==> config.mk <==
export PLATFORM = sky130hd
export DESIGN_NAME = systolic_feeder
export DESIGN_NICKNAME = d
export VERILOG_FILES = /design/src/rtl/systolic_feeder.sv
export SDC_FILE = /design/constraint.sdc
export NUM_CORES = 1
export LEC_CHECK = 0
export CAP_MARGIN = 20
export CORE_MARGIN = 5
export CORE_UTILIZATION = 50
export CTS_BUF_LIST = sky130_fd_sc_hd__clkbuf_8
export CTS_CLUSTER_SIZE = 10
export DETAILED_ROUTE_END_ITERATION = 7
export PLACE_DENSITY = 0.69
export SETUP_SLACK_MARGIN = 0.15
export SLEW_MARGIN = 5
export SYNTH_ARGS = -nofsm -noshare
export SYNTH_HDL_FRONTEND = slang
export SYNTH_SLANG_ARGS = --single-unit
==> constraint.sdc <==
create_clock -name clk -period 44.1 [get_ports clk]
set_input_delay 8.82 -clock clk [delete_from_list [all_inputs] [get_ports clk]]
set_output_delay 8.82 -clock clk [all_outputs]
set_load 0.01 [all_outputs]
==> src/rtl/systolic_feeder.sv <==
// -----------------------------------------------------------------------------
// systolic_feeder
//
// Holds one N x N activation tile A and one N x N weight tile W, then streams
// them into the edges of an N x N systolic array with the usual diagonal skew.
// Row i of A enters PE row i delayed by i cycles. Column j of W enters PE
// column j delayed by j cycles.
//
// Ports
//   clk        rising-edge clock
//   rst        asynchronous, active-high reset (clears FSM, outputs, buffers)
//   en         global enable; when low every register holds
//   wr_en      tile-buffer write strobe (accepted only while idle)
//   wr_sel     0 = activation buffer A, 1 = weight buffer W
//   wr_addr    entry index row*N + col (A[i][k] or W[k][j])
//   wr_data    write data
//   start      begin feeding the stored tile (ignored while busy)
//   busy       high while feeding and during the done cycle
//   act_out    N lanes of DW bits, lane i drives the left edge of PE row i
//   wgt_out    N lanes of DW bits, lane j drives the top of PE column j
//   act_done   per-row input_done pulse
//   wgt_done   per-column input_done pulse
//   done       one-cycle tile-complete pulse
//   state_dbg  current FSM state (0 idle, 1 feed, 2 done) for observation
//
// Handshake: there is no back-pressure. A write is taken on any enabled edge
// with wr_en high while idle. A start is taken on any enabled edge with start
// high while idle. Both are silently dropped while busy.
// -----------------------------------------------------------------------------
module systolic_feeder #(
   parameter int N  = 4,
   parameter int DW = 16
) (
   input  logic            clk,
   input  logic            rst,
   input  logic            en,
   input  logic            wr_en,
   input  logic            wr_sel,
   input  logic [3:0]      wr_addr,
   input  logic [DW-1:0]   wr_data,
   input  logic            start,
   output logic            busy,
   output logic [N*DW-1:0] act_out,
   output logic [N*DW-1:0] wgt_out,
   output logic [N-1:0]    act_done,
   output logic [N-1:0]    wgt_done,
   output logic            done,
   output logic [1:0]      state_dbg
);

   localparam int TW = $clog2(2 * N);
   localparam int AW = (N * N > 1) ? $clog2(N * N) : 1;

   localparam logic [1:0] S_IDLE = 2'd0;
   localparam logic [1:0] S_FEED = 2'd1;
   localparam logic [1:0] S_DONE = 2'd2;

   localparam logic [TW-1:0] T_LAST = TW'(2 * N - 1);

   // Tile buffers, row-major: a_mem_q[i*N+k] = A[i][k], w_mem_q[k*N+j] = W[k][j]
   logic [DW-1:0] a_mem_q [N*N];
   logic [DW-1:0] w_mem_q [N*N];

   logic [1:0]      state_q, state_d;
   logic [TW-1:0]   t_q, t_d;
   logic [N*DW-1:0] act_q, act_d;
   logic [N*DW-1:0] wgt_q, wgt_d;
   logic [N-1:0]    act_done_q, act_done_d;
   logic [N-1:0]    wgt_done_q, wgt_done_d;
   logic            done_q, done_d;
   logic            busy_q, busy_d;

   // Output values for the step that the next edge will load
   int              nstep;
   int              k;
   logic [N*DW-1:0] act_step;
   logic [N*DW-1:0] wgt_step;
   logic [N-1:0]    act_done_step;
   logic [N-1:0]    wgt_done_step;

   logic            wr_ok;

   assign wr_ok = en && wr_en && (state_q == S_IDLE);

   // Skewed lane selection. Lane i carries element t-i of its row/column when
   // that index lies in 0..N-1. At t == i+N the index is exactly N, so the
   // lane is zero in the same cycle its done flag rises.
   always_comb begin
      nstep         = (state_q == S_IDLE) ? 0 : int'(t_q) + 1;
      k             = 0;
      act_step      = '0;
      wgt_step      = '0;
      act_done_step = '0;
      wgt_done_step = '0;
      for (int i = 0; i < N; i++) begin
         k = nstep - i;
         if (k >= 0 && k < N) begin
            act_step[i*DW +: DW] = a_mem_q[AW'(i * N + k)];
            wgt_step[i*DW +: DW] = w_mem_q[AW'(k * N + i)];
         end
         act_done_step[i] = (nstep == i + N);
         wgt_done_step[i] = (nstep == i + N);
      end
   end

   // FSM next state. Every register holds unless en is high.
   always_comb begin
      state_d    = state_q;
      t_d        = t_q;
      act_d      = act_q;
      wgt_d      = wgt_q;
      act_done_d = act_done_q;
      wgt_done_d = wgt_done_q;
      done_d     = done_q;
      busy_d     = busy_q;
      if (en) begin
         case (state_q)
            S_IDLE: begin
               if (start) begin
                  state_d    = S_FEED;
                  t_d        = '0;
                  act_d      = act_step;
                  wgt_d      = wgt_step;
                  act_done_d = act_done_step;
                  wgt_done_d = wgt_done_step;
                  done_d     = 1'b0;
                  busy_d     = 1'b1;
               end
            end
            S_FEED: begin
               if (t_q == T_LAST) begin
                  state_d    = S_DONE;
                  act_d      = '0;
                  wgt_d      = '0;
                  act_done_d = '0;
                  wgt_done_d = '0;
                  done_d     = 1'b1;
                  busy_d     = 1'b1;
               end else begin
                  t_d        = t_q + TW'(1);
                  act_d      = act_step;
                  wgt_d      = wgt_step;
                  act_done_d = act_done_step;
                  wgt_done_d = wgt_done_step;
               end
            end
            S_DONE: begin
               state_d    = S_IDLE;
               t_d        = '0;
               act_d      = '0;
               wgt_d      = '0;
               act_done_d = '0;
               wgt_done_d = '0;
               done_d     = 1'b0;
               busy_d     = 1'b0;
            end
            default: begin
               state_d    = S_IDLE;
               t_d        = '0;
               act_d      = '0;
               wgt_d      = '0;
               act_done_d = '0;
               wgt_done_d = '0;
               done_d     = 1'b0;
               busy_d     = 1'b0;
            end
         endcase
      end
   end

   always_ff @(posedge clk or posedge rst) begin
      if (rst) begin
         state_q    <= S_IDLE;
         t_q        <= '0;
         act_q      <= '0;
         wgt_q      <= '0;
         act_done_q <= '0;
         wgt_done_q <= '0;
         done_q     <= 1'b0;
         busy_q     <= 1'b0;
      end else begin
         state_q    <= state_d;
         t_q        <= t_d;
         act_q      <= act_d;
         wgt_q      <= wgt_d;
         act_done_q <= act_done_d;
         wgt_done_q <= wgt_done_d;
         done_q     <= done_d;
         busy_q     <= busy_d;
      end
   end

   // wr_addr is expected to stay below N*N; higher bits are not decoded.
   always_ff @(posedge clk or posedge rst) begin
      if (rst) begin
         for (int e = 0; e < N * N; e++) begin
            a_mem_q[e] <= '0;
            w_mem_q[e] <= '0;
         end
      end else if (wr_ok) begin
         if (wr_sel) begin
            w_mem_q[AW'(wr_addr)] <= wr_data;
         end else begin
            a_mem_q[AW'(wr_addr)] <= wr_data;
         end
      end
   end

   assign busy      = busy_q;
   assign act_out   = act_q;
   assign wgt_out   = wgt_q;
   assign act_done  = act_done_q;
   assign wgt_done  = wgt_done_q;
   assign done      = done_q;
   assign state_dbg = state_q;

endmodule

==> impl_metrics.json, run 1 <==
{
  "status": "finished, final reports clean",
  "power.total_mw": 1.731,
  "ys.flop_type": "dfrtp_1",
  "cts.clk_slew.worst_paths_ns": 0.06,
  "whs_path_depth": 2,
  "syn_inst": 2064,
  "yosysTopAreaCellShare_pct": 54.94,
  "synthXorXnorAreaFrac_pct": 0.2198,
  "cts_resized": 0,
  "gp_congestion": 0.8283,
  "synth-edff-count": 0,
  "synthArstFlopShare_pct": 100.0,
  "worstMarginPinSlew_ns": 1.118,
  "n_antenna_cell": 0,
  "pre_cts_slack_ns": 31.39,
  "start_kind": "input pin",
  "r2r_start": "t_q[0]$_DFFE_PP0P_",
  "grt_pass1_vias": 19580,
  "skew_ns": 0.02527,
  "drive_gt1_share_pct": 39.68,
  "root_buffer": "clkbuf_8",
  "ctsHtreeMaxLevel": 3,
  "synthesis.area_um2": 29610,
  "final_core_util_pct": 57.94,
  "core_area_um2": 58800,
  "p_sw_uw": 557.6,
  "die_w_um": 253.3,
  "ant_nets": 0,
  "ctsHoldBuffers": 0,
  "synth_area_leaders": "dfrtp_1, mux2_2, mux4_2, nand2_1, a22o_1",
  "synth_mux_area_share_pct": 29.88,
  "cap_violations": 0,
  "rrSetupSlack_ns": 38.87,
  "criticalPathCategory": "input pin to asynchronous set/reset pin",
  "fin_crit_sh_pct": 26.90,
  "syn_nets": 2100,
  "critPathCaptureType": "asynchronous set/reset pin",
  "finalWirelength_um": 75940,
  "syn_avg_cell_area_um2": 14.34,
  "cp.required_ns": 44.80,
  "hold_viol_final": 0,
  "synthAdderAreaFrac_pct": 0.4226,
  "drt_iter0_drc": 1297,
  "ioPinCount": 166,
  "critPathMaxFanout": 164,
  "clockPowerShare_pct": 31.3,
  "min-delay-start": "act_out[33]$_DFFE_PP0P_",
  "core.rowCount": 89,
  "remaining_drc_errors": 0,
  "grt_first_pass_wirelength_um": 118000,
  "tns_ns": 0,
  "dpl_cell_area_um2": 31720,
  "track_usage_pct": 23.73,
  "max_freq_ghz": 0.08428,
  "setup_ws_ns": 32.24,
  "rr_worst_depth": 13,
  "netlist.top_cell.by_area": "dfrtp_1",
  "initial_core_util_pct": 50.36,
  "p_comb_share_pct": 27.4,
  "overflow": 0,
  "drtPass1Iterations": 5,
  "die_area_um2": 64180,
  "nets": 2231,
  "area_growth_pct": 15.07,
  "seq_power_share_pct": 41.3,
  "ys_seq_area_share_pct": 54.94,
  "hpwl_um": 47530,
  "synth.distinct_cells": 61,
  "placed_cells": 2853,
  "clk_path_buf_depth": 3,
  "hp-class": "flop to flop",
  "period_needed_ns": 11.86,
  "peakVddDrop_mv": 0.02903,
  "port_buffers": 165,
  "synth_compound_area_share_pct": 6.952,
  "drt-vias-per-instance": 6.108,
  "cts_buffers": 106,
  "arrival_ns": 12.56,
  "slew_viol_final": 0,
  "synth-seq-cells": 650,
  "p_int_mw": 1.173,
  "relSlewSlack_pct": 25.45,
  "p_leak_nw": 15.94,
  "wl_per_cell_um": 24.89,
  "postCtsSetupRepairBufs": 0,
  "fill_cells": 4674,
  "instances_no_fill": 3051,
  "fin_area_um2": 34070,
  "grt_max_degree": 165,
  "synth_top_family_by_area": "multiplexers",
  "clock_sinks": 650,
  "hold_slack_ns": 0.4768,
  "rsz0062_at_grt": "false",
  "p_sw_share_pct": 32.22,
  "route.vias.total": 18640,
  "antenna_found_initial": 2,
  "crit_start": "rst",
  "r2r-end": "wgt_out[51]$_DFFE_PP0P_",
  "synthSimpleGateAreaFrac_pct": 4.374,
  "setup_viol": 0,
  "die_y_um": 253.3,
  "clk-insertion-delay-late_ns": 0.71,
  "cts_tree": "yes",
  "whs_endpoint": "act_out[33]$_DFFE_PP0P_",
  "ys_warn_count": 0,
  "power_density_nw_per_um2": 50.80
}
## registers in the layout, indices dropped and copies added (netlist names)
register	flops
act_out	64
wgt_done	4
t_q	3
w_mem_q	256
wgt_out	64
state_dbg	2
busy	1
a_mem_q	256
## how the worst max path moves through the flow
| stage | slack [ns] | end |
|---|---|---|
| finish | 32.24 | w_mem_q[123]$_DFFE_PP0P_ |
| global route | 31.62 | w_mem_q[253]$_DFFE_PP0P_ |
| CTS | 32.14 | w_mem_q[125]$_DFFE_PP0P_ |
| detailed placement | 31.39 | w_mem_q[126]$_DFFE_PP0P_ |
| global placement | 31.52 | w_mem_q[126]$_DFFE_PP0P_ |
| floorplan | 17.07 | a_mem_q[0]$_DFFE_PP0P_ |
## synthesized netlist by cell type (all sizes together), types with 2 or more instances
library cell,number
and2,2
o211ai,5
a211o,3
clkbuf,117
o221ai,18
o22ai,15
nor2b,20
a221oi,7
ha,10
mux2i,3
inv,7
nand2b,5
a22o,55
a211oi,3
nor3b,3
or2,3
mux2,569
nand2,140
a21oi,13
a22oi,7
nand3,10
xnor2,2
a222oi,41
buf,69
o21ai,113
nor2,30
nand3b,3
nor4,2
and3,18
mux4,107
a21o,2
dfrtp,650
xor2,2
## power by group through the flow
| stage | registers, mW | clock network (mW) | logic, mW |
|---|---|---|---|
| finish | 0.715 | 0.541 | 0.474 |
| global route | 0.723 | 0.579 | 0.505 |
| CTS | 0.714 | 0.553 | 0.473 |
| detailed placement | 0.724 | 0 | 0.471 |
| global placement | 0.720 | 0 | 0.464 |
| floorplan | 0.715 | 0 | 0.309 |
## cells by family (layout without fill, tap and decap cells)
logic type	after synthesis	in the layout
mux	679	679
flops	650	650
compound gates	288	288
simple gates	239	239
buf+inv	193	407
fa+ha+maj	10	10
xor+xnor	5	5
## cell usage in the layout, fill, tap and decap left out, types with 18 or more instances in the layout
master	instances
dfrtp_1	650
mux2_2	555
clkdlybuf4s50_1	165
nand2_1	139
clkbuf_8	139
mux4_2	107
o21ai_0	95
a22o_1	55
a222oi_1	41
inv_1	39
buf_4	31
nor2b_1	20
and3_1	18
o221ai_1	18
## area by class of cell
type,count,area [µm²],area share [%]
inverters,7,41.29,0.1212
multi-input cells,1221,12450,36.54
flip-flops and latches,650,16270,47.74
well taps,773,967.2,2.839
clock inverters,52,310.3,0.9108
repair buffers,209,2122,6.229
clock buffers,139,1913,5.615
## worst max-delay path: stages
cell	delay, ns
clkdlybuf4s50_1	0.49
inv_8	0.58
buf_12	0.61
buf_4	0.83
buf_4	0.85
## routing by layer
layer  vias up  GRT usage, %  wire length, µm
met1      9907         32.83            32550
li1       7950             -                -
met4         4         7.419             2359
met2       607         38.01            36420
met5         -             0               27
met3       167         5.197             4574
Power figures use the tool's default switching activity.
==> run 2: changes to the inputs <==
==> constraint.sdc (replaced) <==
create_clock -name clk -period 11.4 [get_ports clk]
set_input_delay 2.28 -clock clk [delete_from_list [all_inputs] [get_ports clk]]
set_output_delay 2.28 -clock clk [all_outputs]
set_load 0.01 [all_outputs]
==> run 2 against run 1 <==
Compared with the run above:
- cell area grew 0.14%
- cell count is 0.26% higher
- combinational power rose to 3.9 times the previous value
- clock power grew to 3.8 times the previous value
- largest cell class unchanged
- highest routed layer is now met4
==> impl_metrics.json, run 2 (synthesis results as in run 1) <==
{
  "antenna_found_initial": 3,
  "top_regs": "a_mem_q (256), w_mem_q (256)",
  "ctsHtreeMaxLevel": 3,
  "fill_cells": 4692,
  "worstMarginPinSlew_ns": 1.119,
  "cts_resized": 0,
  "start_kind": "flop",
  "critPathMaxFanout": 33,
  "drtPass1Iterations": 8,
  "route.vias.total": 18640,
  "max_freq_ghz": 0.1950,
  "tns_ns": 0,
  "hpwl_um": 47200,
  "hp-class": "flop to flop",
  "drt_iter0_drc": 1581,
  "port_buffers": 165,
  "finalWirelength_um": 76200,
  "grt_max_degree": 192,
  "peakVddDrop_mv": 0.1323,
  "die_w_um": 253.3,
  "cts_tree": "yes",
  "slew_viol_final": 0,
  "grt_first_pass_wirelength_um": 119200,
  "clk-insertion-delay-late_ns": 0.72,
  "ctsHoldBuffers": 0,
  "overflow": 0,
  "setup_viol": 0,
  "hold_viol_final": 0,
  "final_cell_mix": "dfrtp_1, mux2_2, clkdlybuf4s50_1",
  "cp.required_ns": 11.97,
  "ant_nets": 0,
  "grt_pass1_vias": 19750,
  "cts_buffers": 107,
  "core_area_um2": 58800,
  "clock_sinks": 650,
  "cts.clk_slew.worst_paths_ns": 0.06,
  "period_needed_ns": 5.128,
  "initial_core_util_pct": 50.36,
  "die_area_um2": 64180,
  "p_leak_nw": 15.98,
  "status": "finished, final reports clean",
  "power.total_mw": 6.668,
  "track_usage_pct": 23.85,
  "remaining_drc_errors": 0,
  "ioPinCount": 166,
  "rsz0062_at_grt": "false",
  "wl_per_cell_um": 24.91,
  "drt-vias-per-instance": 6.092,
  "clk_path_buf_depth": 3,
  "core.rowCount": 89,
  "nets": 2234,
  "criticalPathCategory": "flop to flop",
  "critPathCaptureType": "flop",
  "fin_crit_sh_pct": 44.98,
  "cap_violations": 0,
  "root_buffer": "clkbuf_8",
  "relSlewSlack_pct": 25.33,
  "skew_ns": 0.03419,
  "arrival_ns": 5.70,
  "power_density_nw_per_um2": 195.4,
  "final_common_cell": "dfrtp_1",
  "die_y_um": 253.3,
  "gp_congestion": 0.8073,
  "postCtsSetupRepairBufs": 0,
  "area_growth_pct": 15.23,
  "drive_gt1_share_pct": 39.45
}
-- run 2: changes by cell type in the layout (fill, tap and decap cells not counted) --
cell,before,now
buf_8,9,2
bufinv_16,3,2
inv_6,4,2
buf_4,31,35
inv_1,39,48
buf_16,3,8
diode_2,0,2
clkinvlp_4,1,3
clkinv_2,10,6
-- run 2: worst paths after layout --
kind	startpoint	endpoint	slack (ns)	depth (start not counted)
worst max register to register	t_q[0]$_DFFE_PP0P_	wgt_out[53]$_DFFE_PP0P_	6.27	13
min in group asynchronous	rst	a_mem_q[61]$_DFFE_PP0P_	2.16	2
worst min register to register	act_out[41]$_DFFE_PP0P_	act_out[41]$_DFFE_PP0P_	0.48	2
worst min-delay path	act_out[41]$_DFFE_PP0P_	act_out[41]$_DFFE_PP0P_	0.48	2
worst max-delay path	t_q[0]$_DFFE_PP0P_	wgt_out[53]$_DFFE_PP0P_	6.27	13
max in group asynchronous	rst	a_mem_q[67]$_DFFE_PP0P_	7.32	5
-- run 2: cell type report --
cell class | count | area [µm²] | share of cell area (%)
Sequential cell | 650 | 16270 | 47.67
Multi-Input combinational cell | 1221 | 12450 | 36.49
Timing Repair Buffer | 211 | 2185 | 6.403
Clock buffer | 139 | 1913 | 5.607
Tap cell | 773 | 967.2 | 2.835
Clock inverter | 56 | 295.3 | 0.8655
Inverter | 7 | 37.54 | 0.1100
Antenna cell | 2 | 5.005 | 0.01467
-- run 2: power breakdown --
| part | internal (mW) | leakage [nW] | switching, mW | total [mW] |
|---|---|---|---|---|
| Clock | 1.13 | 1.30 | 0.932 | 2.07 |
| Combinational | 0.810 | 5.82 | 1.02 | 1.83 |
| Sequential | 2.58 | 8.86 | 0.194 | 2.77 |
| Total | 4.52 | 16.0 | 2.15 | 6.67 |
-- run 2: routing by layer --
metal | share of wire, % | global-route usage [%] | vias to the layer above
li1 | - | - | 7962
met5 | 0 | 0 | -
met1 | 43 | 33.36 | 9923
met2 | 49 | 38.78 | 617
met3 | 5.8 | 4.509 | 133
met4 | 2.1 | 6.509 | 0
-- run 2: metrics by stage --
step | area [µm²] | setup WS (ns) | utilization (%) | hold slack [ns] | std cells
after floorplan | 29610 | 0.2374 | - | 0.4524 | 2064
after global placement | 31650 | 6.181 | 53.82 | 0.4623 | 2851
after detailed placement | 31740 | 6.062 | 53.99 | 0.4715 | 2855
after CTS | 33950 | 6.281 | 57.75 | 0.4821 | 3050
after global routing | 34120 | 6.009 | 58.03 | 0.5027 | 3059
final | 34120 | 6.272 | 58.03 | 0.4753 | 3059
-- run 2: critical path, cell delays in order (launching register included) --
cell and delay (ns):
dfrtp_1 0.51, ha_1 0.34, inv_1 0.12, nor2_4 0.61, buf_4 0.62, ha_1 0.24, nor2b_1 0.25, nor4_1 0.10
o21ai_2 0.77, inv_1 0.11, ha_1 0.24, and2_1 0.43, buf_4 0.38, a22o_1 0.21
==> run 3: changes to the inputs <==
==> constraint.sdc (replaced) <==
create_clock -name clk -period 4.73 [get_ports clk]
set_input_delay 0.946 -clock clk [delete_from_list [all_inputs] [get_ports clk]]
set_output_delay 0.946 -clock clk [all_outputs]
set_load 0.01 [all_outputs]
==> run 3 against run 2 <==
Compared with the run above:
- combinational power up 150%
- sequential share of layout area about the same
- non-clock buffer count up 16
- cell count up 0.23%
- first-iteration DRC count up 1.4%
- clock power up 130%
- critical path depth down 1
- die area unchanged
- setup slack worse by 5.4 ns
- hold slack worse by 0.0012 ns
- largest power group unchanged
- highest routed layer unchanged
==> impl_metrics.json, run 3 (synthesis results as in run 1) <==
{
  "p_leak_nw": 15.98,
  "grt_first_pass_wirelength_um": 120400,
  "finalWirelength_um": 76720,
  "hp-class": "flop to flop",
  "clk_path_buf_depth": 3,
  "die_area_um2": 64180,
  "arrival_ns": 4.41,
  "crit_family": "compound AO/OA/AOI/OAI gates",
  "final_cell_mix": "dfrtp_1, mux2_2, clkdlybuf4s50_1",
  "peakVddDrop_mv": 0.2705,
  "ant_nets": 0,
  "final_common_cell": "dfrtp_1",
  "grt_pass1_vias": 20000,
  "drt-vias-per-instance": 6.138,
  "ctsHoldBuffers": 0,
  "port_buffers": 165,
  "cts_resized": 0,
  "core_area_um2": 58800,
  "fin_crit_sh_pct": 80.97,
  "route.vias.total": 18820,
  "ioPinCount": 166,
  "die_w_um": 253.3,
  "critPathMaxFanout": 17,
  "hold_slack_ns": 0.4741,
  "initial_core_util_pct": 50.36,
  "power_density_nw_per_um2": 469.9,
  "top_regs": "a_mem_q (256), w_mem_q (256)",
  "crit_path_top_delay_cell": "o21ai_2",
  "drt_iter0_drc": 1603,
  "busiest_layer": "met2",
  "met2_usage_pct": 38.16,
  "nets": 2251,
  "power.total_mw": 16.04,
  "use_met3_pct": 4.417,
  "rsz0062_at_grt": "false",
  "cts_buffers": 108,
  "cp.required_ns": 5.31,
  "worstMarginPinSlew_ns": 1.089,
  "clock_sinks": 650,
  "antenna_found_initial": 1,
  "hold_viol_final": 0,
  "cp.buffers_inverters": 2,
  "use_met1_pct": 33.64,
  "dpl_cell_area_um2": 31950,
  "fill_cells": 4628,
  "fin_area_um2": 34130,
  "relSlewSlack_pct": 27.34,
  "skew_ns": 0.04108,
  "drtPass1Iterations": 6,
  "core.rowCount": 89,
  "die_y_um": 253.3,
  "clk-insertion-delay-late_ns": 0.71,
  "wl_per_cell_um": 25.02,
  "cts_tree": "yes",
  "cts.clk_slew.worst_paths_ns": 0.06,
  "max_freq_ghz": 0.2611,
  "gp_congestion": 0.8195,
  "postCtsSetupRepairBufs": 0,
  "critPathMaxStageDelay_ns": 0.74,
  "remaining_drc_errors": 0,
  "path_cells": "ha_1, ha_1, o21ai_4, ha_1, nor2b_1, o211a_1, o21ai_2, inv_1, ha_1, and2_1, buf_4, a22o_1",
  "status": "finished, final reports clean",
  "overflow": 0,
  "setup_viol": 0,
  "ctsHtreeMaxLevel": 3,
  "area_growth_pct": 15.27,
  "drive_gt1_share_pct": 39.83,
  "start_kind": "flop",
  "critical_path.most_common_cell": "ha_1",
  "period_needed_ns": 3.830,
  "critPathCaptureType": "flop",
  "grt_max_degree": 119,
  "criticalPathCategory": "flop to flop",
  "cap_violations": 0,
  "hpwl_um": 48470,
  "root_buffer": "clkbuf_8",
  "track_usage_pct": 24.05,
  "slew_viol_final": 0
}
-- run 3: final timing paths --
kind / to / slack (ns) / depth (start not counted) / startpoint
setup reg to reg: wgt_out[54]$_DFFE_PP0P_ / 0.90 / 12 / t_q[0]$_DFFE_PP0P_
setup / recovery: wgt_out[54]$_DFFE_PP0P_ / 0.90 / 12 / t_q[0]$_DFFE_PP0P_
max in group asynchronous: w_mem_q[37]$_DFFE_PP0P_ / 3.02 / 4 / rst
hold / removal: act_out[43]$_DFFE_PP0P_ / 0.47 / 2 / act_out[43]$_DFFE_PP0P_
hold reg to reg: act_out[43]$_DFFE_PP0P_ / 0.47 / 2 / act_out[43]$_DFFE_PP0P_
min in group asynchronous: w_mem_q[221]$_DFFE_PP0P_ / 0.62 / 2 / rst
-- run 3: worst reg2reg max path, delay by kind of cell (launching register included) --
family                     cells  cell delay (ns)
and+or+nand+nor                2             0.31
adders and majority gates      4             1.21
buffers and inverters          2             0.32
AOI/OAI and AO/OA              4             1.40
DFF                            1             0.50
-- run 3: layer usage --
layer  vias up  part of all wire, %
met1      9976                   43
met2       694                   47
met3       151                  6.6
met5         -                    0
li1       7998                    -
met4         0                  3.2
-- run 3: cell type report --
cell class                      instances  area [µm²]  share of cell area (%)
Clock buffer                          132        1817                   5.323
Clock inverter                         55       311.5                  0.9129
Timing Repair Buffer                  227        2277                   6.673
Multi-Input combinational cell       1221       12450                   36.48
Sequential cell                       650       16270                   47.66
Tap cell                              773       967.2                   2.834
Inverter                                7       37.54                  0.1100
Antenna cell                            1       2.502                0.007332
-- run 3: per-stage QoR --
step	std cells	util [%]	setup TNS [ns]	setup WS, ns
3_3_place_gp	2874	54.29	0	0.9825
3_5_place_dp	2875	54.33	0	0.9192
6_report	3066	58.04	0	0.9003
4_1_cts	3062	57.95	0	0.9392
2_1_floorplan	2064	-	-3314.09	-5.099
5_1_grt	3066	58.04	0	0.6417
-- run 3: report_power, final --
part	internal, mW	total [mW]	switching (mW)	leakage, nW
clock network	2.62	4.86	2.25	1.24
logic	2.01	4.51	2.50	5.88
registers	6.21	6.66	0.453	8.86
total	10.8	16.0	5.20	16.0
==> RTL edit, RTL diff (flow settings as in run 2) <==
Set the parameter `N` to 8 (it was 4).
--- a/src/rtl/systolic_feeder.sv
+++ b/src/rtl/systolic_feeder.sv
@@ -30,3 +30,3 @@
 module systolic_feeder #(
-   parameter int N  = 4,
+   parameter int N  = 8,
    parameter int DW = 16
Ports: changed (resized act_done, act_out, wgt_done and wgt_out); port bits go from 166 to 302. No check against the original RTL was run, so the function may have changed too.
==> RTL edit against run 2 <==
- area after synthesis up 18%
- cell area up 21%
- via count up 23%
- setup slack better by 0.27 ns
- maximum frequency up 5.5%
- total power up 4.5%
- synthesized cell count up 26%
- sequential cell count up 133
- routed wire length up 24%
- die area up 17%
==> RTL edit: results (changes against run 2) <==
INFO  route          wl=94.5mm [+24%]
INFO  route          topRoutingLayerUsed=met5
INFO  placed_design  detailedPlace.worstSlack=5.89ns [-0.175 ns]
INFO  layout         net_count_reported_at_finish=2906 [+30%]
INFO  route          wl_per_cell=24.2um [-2.8%]
INFO  yosys          synth-seq-area-share=56.0% [+1.0 points]
INFO  worst_setup_path r2r_setup_slack=6.75ns [+0.48 ns]
INFO  placed_design  gp_congestion=0.832 [+3.1%]
INFO  grt            grt.met1_usage=33.3% [-0.073 points]
INFO  power_and_ir_drop power.static_leakage=19.1nW [+20%]
INFO  grt            via_count_of_the_first_global_routing_pass=24100 [+22%]
INFO  timing         remaining_max_slew_budget_at_the_tightest_pin=24.6% [-0.73 points]
INFO  grt            grt.total_usage=25.3% [+1.4 points]
INFO  placed_design  placed_cells=3671 [+29%]
INFO  route          met2WireLength=47.5mm [+28%]
INFO  worst_setup_path r2r.worst_path.cells=8 [-5]
INFO  route          drt_first_iter_violations=1930 [+22%]
INFO  timing         hold_slack=0.464ns [-0.0117 ns]
INFO  run_status     outcome=complete, no violations
INFO  yosys          syn-mean-instance-area=13.5um^2 [-6.2%]
INFO  placed_design  post-dp-hpwl=59.5mm [+26%]
INFO  worst_setup_path crit-reg2reg-capture=wgt_out[17]$_DFFE_PP0P_
INFO  grt            grt_max_degree=189 [-1.6%]
INFO  route          total_number_of_vias=23000 [+23%]
INFO  worst_setup_path highest_fanout_seen_on_the_critical_path=16 [-52%]
INFO  route          drtPass1Iterations=6 [-2]
INFO  layout         final_layout_size_suffix_gt1_share=30.7% [-8.8 points]
INFO  grt            grt.met3_usage=5.06% [+0.55 points]
INFO  grt            grt_pass1_wl=146mm [+23%]
INFO  grt            antenna_found_initial=6 [+3]
INFO  clock_network  numCtsBuffers=133 [+24%]
INFO  grt            gr-usage-met2=42.5% [+3.7 points]
-- RTL edit: changes by cell type after synthesis, moves of 50 or more --
cell,before,now
dfrtp_1,650,783
and2_1,1,66
nand2_1,139,311
o21ai_0,95,160
nand3_1,9,59
mux2i_1,3,130
-- RTL edit: worst max-delay path, stage by stage --
cell and delay [ns]:
clkdlybuf4s50_1 0.66, o31ai_4 0.12, a211oi_1 0.89, nand4_1 1.07
o21ai_0 0.47
-- RTL edit: logic make-up after synthesis --
family | after synthesis | synth area share (%)
DFF | 783 | 56.0
muxes | 773 | 28.5
and+or+nand+nor | 502 | 6.45
AOI/OAI and AO/OA | 295 | 5.20
buffers and inverters | 225 | 3.05
xor gates and xnor gates | 12 | 0.354
adders and majority gates | 12 | 0.429
-- RTL edit: layout make-up --
| cell class | count | area, um^2 |
|---|---|---|
| antenna | 2 | 5.00 |
| tap | 940 | 1180 |
| sequential | 783 | 19600 |
| inverter | 6 | 38.8 |
| clock inverter | 67 | 375 |
| fill | 5429 | 28400 |
| multi-input combinational | 1594 | 14500 |
| timing repair buffer | 350 | 3470 |
| clock buffer | 162 | 2230 |
-- RTL edit: worst max-delay path by stage --
stage | end | cells after the start | from
global route | wgt_out[27]$_DFFE_PP0P_ | 8 | t_q[0]$_DFFE_PP0P_
CTS | wgt_out[119]$_DFFE_PP0P_ | 11 | t_q[0]$_DFFE_PP0P_
floorplan | a_mem_q[1000]$_DFFE_PP0P_ | 1 | rst
detailed placement | wgt_out[18]$_DFFE_PP0P_ | 5 | en
finish | wgt_out[17]$_DFFE_PP0P_ | 5 | en
global placement | a_mem_q[818]$_DFFE_PP0P_ | 6 | en
-- RTL edit: power by group --
part           switching, mW  internal [mW]  leakage [nW]
Sequential             0.151           2.98          10.7
Clock                   1.15           1.31          1.51
Combinational          0.762          0.613          6.84
